$ cat src/rtl/uart_bus_master_pkg.sv
// Shared types and protocol constants for the UART-driven bus initiator.
package uart_bus_master_pkg;

    typedef enum logic [2:0] {
        ST_IDLE,
        ST_ADDR,
        ST_DATA,
        ST_BUS,
        ST_RESP
    } state_t;

    localparam logic [7:0] CMD_WRITE = 8'h57;
    localparam logic [7:0] CMD_READ  = 8'h52;
    localparam logic [7:0] RSP_ACK   = 8'h4B;
    localparam logic [7:0] RSP_ERR   = 8'h3F;

    localparam int unsigned TMO_W = 32;

    function automatic logic is_cmd(input logic [7:0] b);
        return (b == CMD_WRITE) || (b == CMD_READ);
    endfunction

endpackage

$ cat src/rtl/uart_bus_master_word_serializer.sv
// Sends a loaded word as 1 or 4 bytes, LSB first, over a valid/ready byte handshake.
module word_serializer (
    input  logic        i_clk,
    input  logic        i_reset,
    input  logic        i_load,
    input  logic        i_len4,
    input  logic [31:0] i_word,
    output logic [7:0]  o_tx_data,
    output logic        o_tx_valid,
    input  logic        i_tx_ready,
    output logic        o_done
);

    logic [23:0] r_rest;
    logic [1:0]  r_left;
    logic        w_accept;

    assign w_accept = o_tx_valid && i_tx_ready;
    // done pulses in the acceptance cycle so the parser can take a new byte right after
    assign o_done   = w_accept && (r_left == 2'd0);

    always_ff @(posedge i_clk) begin
        if (i_reset) begin
            o_tx_valid <= 1'b0;
            o_tx_data  <= 8'h00;
            r_rest     <= 24'h0;
            r_left     <= 2'd0;
        end else if (i_load) begin
            o_tx_valid <= 1'b1;
            o_tx_data  <= i_word[7:0];
            r_rest     <= i_word[31:8];
            r_left     <= i_len4 ? 2'd3 : 2'd0;
        end else if (w_accept) begin
            if (r_left == 2'd0) begin
                o_tx_valid <= 1'b0;
            end else begin
                o_tx_data <= r_rest[7:0];
                r_rest    <= {8'h00, r_rest[23:8]};
                r_left    <= r_left - 2'd1;
            end
        end
    end

endmodule

$ cat src/rtl/uart_bus_master.sv
// Byte-stream command parser that issues single-word bus reads/writes and
// returns an ack or the read data as bytes.
module uart_bus_master
    import uart_bus_master_pkg::*;
#(
    parameter int unsigned C_TIMEOUT = 1000000
) (
    input  logic        i_clk,
    input  logic        i_reset,
    input  logic [7:0]  i_rx_data,
    input  logic        i_rx_valid,
    output logic [7:0]  o_tx_data,
    output logic        o_tx_valid,
    input  logic        i_tx_ready,
    output logic [31:0] o_mem_addr,
    output logic [31:0] o_mem_wdata,
    output logic [3:0]  o_mem_wstrb,
    output logic        o_mem_valid,
    input  logic        i_mem_ready,
    input  logic [31:0] i_mem_rdata
);

    state_t           r_state;
    logic [1:0]       r_cnt;
    logic             r_is_write;
    logic [TMO_W-1:0] r_tmo;

    logic             w_tmo_hit;
    logic             w_ser_load;
    logic             w_ser_len4;
    logic [31:0]      w_ser_word;
    logic             w_ser_done;

    // r_tmo holds the idle cycles still allowed before the current command is abandoned
    assign w_tmo_hit = (C_TIMEOUT != 0) && (r_tmo == '0);

    always_comb begin
        w_ser_load = 1'b0;
        w_ser_len4 = 1'b0;
        w_ser_word = {24'h0, RSP_ERR};
        case (r_state)
            ST_IDLE: begin
                if (i_rx_valid && !is_cmd(i_rx_data)) begin
                    w_ser_load = 1'b1;
                end
            end
            ST_BUS: begin
                if (i_mem_ready) begin
                    w_ser_load = 1'b1;
                    if (r_is_write) begin
                        w_ser_word = {24'h0, RSP_ACK};
                    end else begin
                        w_ser_word = i_mem_rdata;
                        w_ser_len4 = 1'b1;
                    end
                end
            end
            default: ;
        endcase
    end

    always_ff @(posedge i_clk) begin
        if (i_reset) begin
            r_state     <= ST_IDLE;
            r_cnt       <= 2'd0;
            r_is_write  <= 1'b0;
            r_tmo       <= '0;
            o_mem_addr  <= 32'h0;
            o_mem_wdata <= 32'h0;
            o_mem_wstrb <= 4'h0;
            o_mem_valid <= 1'b0;
        end else begin
            case (r_state)
                ST_IDLE: begin
                    if (i_rx_valid) begin
                        if (is_cmd(i_rx_data)) begin
                            r_state    <= ST_ADDR;
                            r_is_write <= (i_rx_data == CMD_WRITE);
                            r_cnt      <= 2'd0;
                            r_tmo      <= TMO_W'(C_TIMEOUT);
                        end else begin
                            r_state <= ST_RESP;
                        end
                    end
                end
                ST_ADDR, ST_DATA: begin
                    if (i_rx_valid) begin
                        r_tmo <= TMO_W'(C_TIMEOUT);
                        r_cnt <= r_cnt + 2'd1;
                        if (r_state == ST_ADDR) begin
                            o_mem_addr[{r_cnt, 3'b000} +: 8] <= i_rx_data;
                        end else begin
                            o_mem_wdata[{r_cnt, 3'b000} +: 8] <= i_rx_data;
                        end
                        if (r_cnt == 2'd3) begin
                            if (r_state == ST_ADDR && r_is_write) begin
                                r_state <= ST_DATA;
                            end else begin
                                r_state     <= ST_BUS;
                                o_mem_valid <= 1'b1;
                                o_mem_wstrb <= r_is_write ? 4'hF : 4'h0;
                            end
                        end
                    end else if (w_tmo_hit) begin
                        r_state <= ST_IDLE;
                    end else if (r_tmo != '0) begin
                        r_tmo <= r_tmo - 1'b1;
                    end
                end
                ST_BUS: begin
                    if (i_mem_ready) begin
                        o_mem_valid <= 1'b0;
                        o_mem_wstrb <= 4'h0;
                        r_state     <= ST_RESP;
                    end
                end
                ST_RESP: begin
                    if (w_ser_done) begin
                        r_state <= ST_IDLE;
                    end
                end
                default: r_state <= ST_IDLE;
            endcase
        end
    end

    word_serializer u_ser (
        .i_clk      (i_clk),
        .i_reset    (i_reset),
        .i_load     (w_ser_load),
        .i_len4     (w_ser_len4),
        .i_word     (w_ser_word),
        .o_tx_data  (o_tx_data),
        .o_tx_valid (o_tx_valid),
        .i_tx_ready (i_tx_ready),
        .o_done     (w_ser_done)
    );

endmodule

$ cat config.mk
export PLATFORM = sky130hd
export DESIGN_NAME = uart_bus_master
export DESIGN_NICKNAME = d
export VERILOG_FILES = /design/src/rtl/uart_bus_master_pkg.sv /design/src/rtl/uart_bus_master_word_serializer.sv /design/src/rtl/uart_bus_master.sv
export SDC_FILE = /design/constraint.sdc
export NUM_CORES = 1
export LEC_CHECK = 0
export CORE_ASPECT_RATIO = 1.25
export CORE_MARGIN = 3
export CORE_UTILIZATION = 45
export DETAILED_ROUTE_END_ITERATION = 6
export GPL_TIMING_DRIVEN = 0
export HOLD_SLACK_MARGIN = 0.15
export PLACE_DENSITY = 0.69
export SYNTH_ARGS = -nofsm -noshare
export SYNTH_HDL_FRONTEND = slang
export SYNTH_SLANG_ARGS = --single-unit
export TNS_END_PERCENT = 20
$ cat constraint.sdc
create_clock -name i_clk -period 6.3 [get_ports i_clk]
set_input_delay 0.945 -clock i_clk [delete_from_list [all_inputs] [get_ports i_clk]]
set_output_delay 0.945 -clock i_clk [all_outputs]
set_load 0.05 [all_outputs]
==> results of run 1 <==
-- flip-flops by register name, indices dropped and copies added (netlist names) --
register          count
r_is_write            1
u_ser.o_tx_valid      1
r_state               3
r_tmo                32
u_ser.o_tx_data       8
o_mem_addr           32
r_cnt                 2
u_ser.r_left          2
o_mem_wdata          32
o_mem_valid           1
u_ser.r_rest         24
o_mem_wstrb           1
-- power groups by stage --
stage | sequential, µW | combinational (µW) | clock, µW
finish | 907 | 173 | 1050
global route | 909 | 187 | 1100
CTS | 907 | 173 | 1060
detailed placement | 927 | 171 | 0
global placement | 926 | 168 | 0
floorplan | 941 | 89.5 | 0
-- routing by layer --
layer  part of all wire [%]  global-route usage (%)  routed length [µm]
met5                      0                       0                   0
met4                    2.3                    9.24                 425
met3                    5.2                    4.36                 953
met2                     50                    40.2                9250
met1                     42                    27.5                7760
-- stage by stage --
stage               power (µW)  hold WS, ns  std cells  utilization [%]  instance area, µm²
global placement          1090        0.445       1070             56.9                7690
finish                    2130        0.453       1102             61.5                8320
detailed placement        1100        0.447       1070             56.9                7690
CTS                       2140        0.456       1102             61.5                8320
global route              2190        0.470       1102             61.5                8320
floorplan                 1030        0.441        785                -                6340
-- layout make-up --
cell class,instances,share of cell area (%)
Tap cell,171,2.57
Sequential cell,139,33.5
Inverter,10,0.451
Timing Repair Buffer,114,13.7
Buffer,64,3.54
Multi-Input combinational cell,572,38.8
Clock inverter,13,2.15
Clock buffer,19,5.33
-- worst max path at each step --
stage | slack (ns) | from | to
2_1_floorplan | 3.57 | i_rx_data[5] | r_tmo[14]
3_3_place_gp | 2.92 | i_mem_ready | u_ser.r_rest[13]
3_5_place_dp | 2.79 | i_mem_ready | u_ser.r_rest[8]
4_1_cts | 3.23 | i_mem_ready | u_ser.r_rest[8]
5_1_grt | 3.01 | i_mem_ready | u_ser.r_rest[7]
6_report | 3.19 | i_mem_ready | u_ser.r_rest[8]
-- cells in the final DEF (no fill, tap or decap), types with 4 or more instances in the layout --
cell             count
o21ai_1             14
a211oi_1            19
clkbuf_1            38
clkdlybuf4s50_1    114
a21oi_1            103
a22oi_1              9
o21ai_0             14
o31ai_1             19
ha_1                 8
nand2b_1             6
buf_2               21
o2bb2ai_1            6
clkbuf_16           17
nand3_1             72
inv_1               10
nor3_1               7
nor2b_1              6
inv_6                4
a31oi_1              7
or4_1               25
nand4_1              6
nor2_1              45
nand3b_1             4
nand2_1            118
nor3b_1              6
or3_1               10
o41ai_1              8
dfxtp_1            139
nor4_1               8
and2_1              13
-- logic make-up after synthesis --
family,synth area share (%)
simple gates,28.1
compound gates,20.7
flops,43.9
buf+inv,5.23
fa+ha+maj,1.58
xor+xnor,0.276
mux,0.158
-- critical path: stages --
cell and delay (ns):
clkdlybuf4s50_1 0.54, nand3_1 0.13, or2_2 0.28, clkbuf_1 0.22, nor2_1 0.56, clkbuf_1 0.40
nand2_1 0.10, a211oi_1 0.25
==> impl_metrics.csv, run 1 <==
group,metric,value,unit
timing,drv_slew,0,
timing,setup-tns-final,0,ns
clock_network,holdBufCountCts,0,
clock_network,post_cts_resized,0,
finish,nFillCells,1212,
synth,synth_top_area_cell,"dfxtp_1",
routing,antenna_left,0,
timing,rsz0062_at_grt,"no",
clock_network,cts_setup_buffers,0,
clock_network,clock-root-buffer,"clkbuf_16",
synth,synth_edf_count,0,
synth,ys_ff_latch,139,
timing,finalSetupViolCount,0,
finish,nets,971,
floorplan,start_util,46.9,%
setup_path,cp_data_required_time,6.62,ns
clock_network,cts_buffer_depth,2,
finish,drive_gt1_share,7.30,%
synth,async_flop_share,0,%
floorplan,dieArea,0.0156,mm²
routing,vias,6343,
worst_hold_path,whs_path_depth,2,
synth,synth.area.top_cells,"dfxtp_1, a21oi_1, nand2_1, nand3_1, or4_1",
worst_hold_path,hold_class,"flop to flop",
routing,drt_drc_violations_left,0,
global_route,grt_pass1_vias,6050,
finish,regArea,0.00278,mm²
timing,hold_viol,0,
clock_network,path_clk_slew,0.06,ns
setup_path,rrSetupSlack,3.71,ns
timing,setup_ws,3.19,ns
power_and_ir_drop,power_switching,525,µW
synth,yosysUniqueCellTypes,56,
floorplan,io_pins,123,
synth,seq_area_frac_synth,43.9,%
placement,io_buffers,114,
floorplan,die_w,112,µm
power_and_ir_drop,peakVddDrop,197,µV
synth,yosysTopAreaCellShare,43.9,%
clock_network,h-tree-depth,4,
clock_network,cts_sinks,139,
finish,multi_input_area,0.00323,mm²
synth,synth_most_common_cell,"dfxtp_1",
synth,synthTopCellsByCount,"dfxtp_1, nand2_1, a21oi_1",
setup_path,end_kind,"flop",
timing,finalCritPeriodShare,49.4,%
setup_path,arrival,3.43,ns
floorplan,coreArea,0.0135,mm²
routing,via_per_inst,5.76,
worst_hold_path,holdPathEnd,"o_mem_addr[29]",
synth,avgSynthCellArea,8.08,µm²
clock_network,cts_tree,"yes",
global_route,grt-ovfl-total,0,
synth,ys_warn_count,0,
power_and_ir_drop,power_density,256,mW/mm²
synth,synth_area,0.00634,mm²
timing,fmaxAchievable,321,MHz
clock_network,cts_buffers,17,
power_and_ir_drop,share_seq_of_total_power,42.6,%
timing,max_slew.worst_pin.slew,0.883,ns
floorplan,die_y,139,µm
global_route,grt_max_degree,17,
placement,post-dp-hpwl,13.6,mm
global_route,grt_pass1_wl,29.7,mm
synth,synthCells,785,
timing,finalCriticalPeriod,3.11,ns
flow_run,cap_violations,0,
power_and_ir_drop,swShare,24.6,%
floorplan,row_count,47,
power_and_ir_drop,p_leak,0.00287,µW
placement,place.gp.congestion,0.853,
setup_path,rr_worst_depth,6,
power_and_ir_drop,p_comb_share,8.1,%
setup_path,cp-start-kind,"primary input",
clock_network,clk_latency,0.42,ns
routing,drt-total-wl,18.4,mm
global_route,antenna_found_initial,0,
synth,syn-num-nets,838,
global_route,track_usage,23.0,%
routing,first_iter_violations,468,
placement,pre_cts_ws,2.79,ns
setup_path,path_class,"primary input to flop",
finish,num_antenna_cells,0,
finish,area_delta_synth_final,31.2,%
run_status,status,"complete, no violations",
routing,firstDrtPassIters,6,
power_and_ir_drop,p_int,1610,µW
routing,wl_per_cell,16.7,µm
setup_path,critPathMaxFanout,10,
power_and_ir_drop,clockPowerShare,49.3,%
setup_path,worstReg2RegStart,"r_cnt[0]",
timing,maxSlewHeadroom,41.0,%
synth,synth_ff_type,"dfxtp_1",
timing,final.setup_skew,0.00780,ns
setup_path,r2r-end,"o_mem_wdata[8]",
worst_hold_path,worstHoldStart,"o_mem_addr[29]",
Power figures use the tool's default switching activity.
==> inputs of run 2 (changes only) <==
- PLACE_DENSITY: 0.69 -> 0.72
- clock period: 6.3 -> 2.6 ns (I/O delays scaled with it)
==> run 2 against run 1 <==
Against the previous run: power grew 140%; combinational power grew 140%; critical path depth shrank 1; highest routed layer unchanged.
==> impl_metrics.csv, run 2 (synthesis gave the netlist of run 1 again) <==
group,metric,value,unit
run_status,status,"complete, no violations",
setup_path,crit_family,"buffers and inverters",
clock_network,clk_latency,0.42,ns
global_route,grt-ovfl-total,0,
timing,final.setup_skew,0.00793,ns
placement,pre_cts_ws,-0.311,ns
finish,largestRegisters,"o_mem_addr: 32 flops, o_mem_wdata: 32 flops, r_tmo: 32 flops",
setup_path,slowest_stage,"clkdlybuf4s50_1",
timing,max_slew.worst_pin.slew,0.802,ns
global_route,grt_pass1_vias,5780,
timing,finalCriticalPeriod,2.40,ns
setup_path,cp_data_required_time,2.89,ns
placement,place.gp.congestion,0.832,
finish,regArea,0.00278,mm²
timing,fin_hold_ws,0.266,ns
routing,drt-total-wl,18.2,mm
placement,io_buffers,114,
floorplan,dieArea,0.0156,mm²
floorplan,io_pins,123,
routing,vias,6251,
finish,instances_no_fill,1102,
routing,wl_per_cell,16.5,µm
flow_run,cap_violations,0,
power_and_ir_drop,p_total,5080,µW
timing,finalSetupViolCount,0,
setup_path,path_class,"primary input to flop",
clock_network,cts_buffers,17,
setup_path,cp-start-kind,"primary input",
routing,firstDrtPassIters,5,
finish,final_cell_mix,"dfxtp_1, nand2_1, clkdlybuf4s50_1, a21oi_1, nand3_1",
finish,num_antenna_cells,0,
timing,finalCritPeriodShare,92.4,%
setup_path,critPathMaxFanout,10,
clock_network,h-tree-depth,4,
power_and_ir_drop,p_leak,0.00291,µW
setup_path,arrival,2.69,ns
routing,first_iter_violations,582,
global_route,grt_max_degree,17,
finish,multi_input_area,0.00329,mm²
floorplan,start_util,46.9,%
floorplan,coreArea,0.0135,mm²
power_and_ir_drop,power_density,607,mW/mm²
floorplan,row_count,47,
clock_network,clock-root-buffer,"clkbuf_16",
clock_network,path_clk_slew,0.06,ns
clock_network,cts_sinks,139,
timing,maxSlewHeadroom,46.4,%
timing,setup_ws,0.197,ns
finish,nFillCells,1220,
timing,drv_slew,0,
finish,final_common_cell,"dfxtp_1",
placement,dp_cells,1070,
routing,antenna_left,0,
timing,hold_viol,0,
setup_path,critPathMaxStageDelay,0.57,ns
finish,drive_gt1_share,8.38,%
global_route,grt_pass1_wl,29.4,mm
setup_path,path_buf_inv,3,
clock_network,cts_tree,"yes",
routing,drt_drc_violations_left,0,
setup_path,cp_cell_sequence,"clkdlybuf4s50_1, inv_1, o41ai_4, nand3_2, clkbuf_1, o41ai_1, a21oi_1",
worst_hold_path,hold_class,"primary input to flop",
global_route,antenna_found_initial,0,
clock_network,holdBufCountCts,0,
floorplan,die_w,112,µm
power_and_ir_drop,peakVddDrop,401,µV
placement,post-dp-hpwl,13.0,mm
floorplan,die_y,139,µm
timing,fmaxAchievable,416,MHz
clock_network,cts_setup_buffers,0,
routing,via_per_inst,5.67,
finish,nets,971,
global_route,track_usage,22.7,%
finish,area_delta_synth_final,31.9,%
setup_path,end_kind,"flop",
clock_network,cts_buffer_depth,2,
run 2: per-layer routing:
layer  GRT usage [%]  up-vias  wire [µm]  share of wire [%]
met5               0        -          0                  0
met4            7.97        0        347                1.9
met3            3.97       31        933                5.1
met2            38.8      178       9040                 50
met1            28.8     2924       7870                 43
li1                -     3118          -                  -
run 2: worst paths after layout:
path	cells past startpoint	start	to	slack [ns]
min reg2reg	2	o_mem_addr[12]	o_mem_addr[12]	0.45
min	3	i_rx_data[3]	o_mem_addr[27]	0.27
max	7	i_rx_valid	r_tmo[21]	0.20
max reg2reg	6	r_cnt[0]	o_mem_wdata[13]	0.23
run 2: worst min-delay path, stage by stage:
cell and delay (ns):
buf_6 0.13, nand3_1 0.07, a21oi_1 0.05
run 2: final cells by class:
| cell class | count | area share, % |
|---|---|---|
| Buffer | 64 | 3.56 |
| Clock buffer | 19 | 5.30 |
| Clock inverter | 13 | 1.89 |
| Inverter | 10 | 0.449 |
| Multi-Input combinational cell | 572 | 39.3 |
| Sequential cell | 139 | 33.3 |
| Tap cell | 171 | 2.56 |
| Timing Repair Buffer | 114 | 13.6 |
run 2: where the power goes:
| group | leakage, µW | switching [µW] | total, µW | internal [µW] |
|---|---|---|---|---|
| combinational | 0.00149 | 261 | 423 | 162 |
| clock | 0.000291 | 990 | 2460 | 1470 |
| sequential | 0.00113 | 26.5 | 2200 | 2170 |
run 2: timing repair:
| action | CTS | global route |
|---|---|---|
| setup endpoints to repair | 10 | 62 |
| gates resized for setup | 1 | 13 |
| pin swaps | 0 | 1 |
run 2: through the flow:
| step | utilization [%] | area (µm²) | TNS (ns) |
|---|---|---|---|
| finish | 61.8 | 8360 | 0 |
| global route | 61.8 | 8360 | -0.230 |
| CTS | 61.4 | 8300 | 0 |
| detailed placement | 56.9 | 7690 | -13.84 |
| global placement | 56.9 | 7690 | -12.11 |
| floorplan | - | 6340 | 0 |
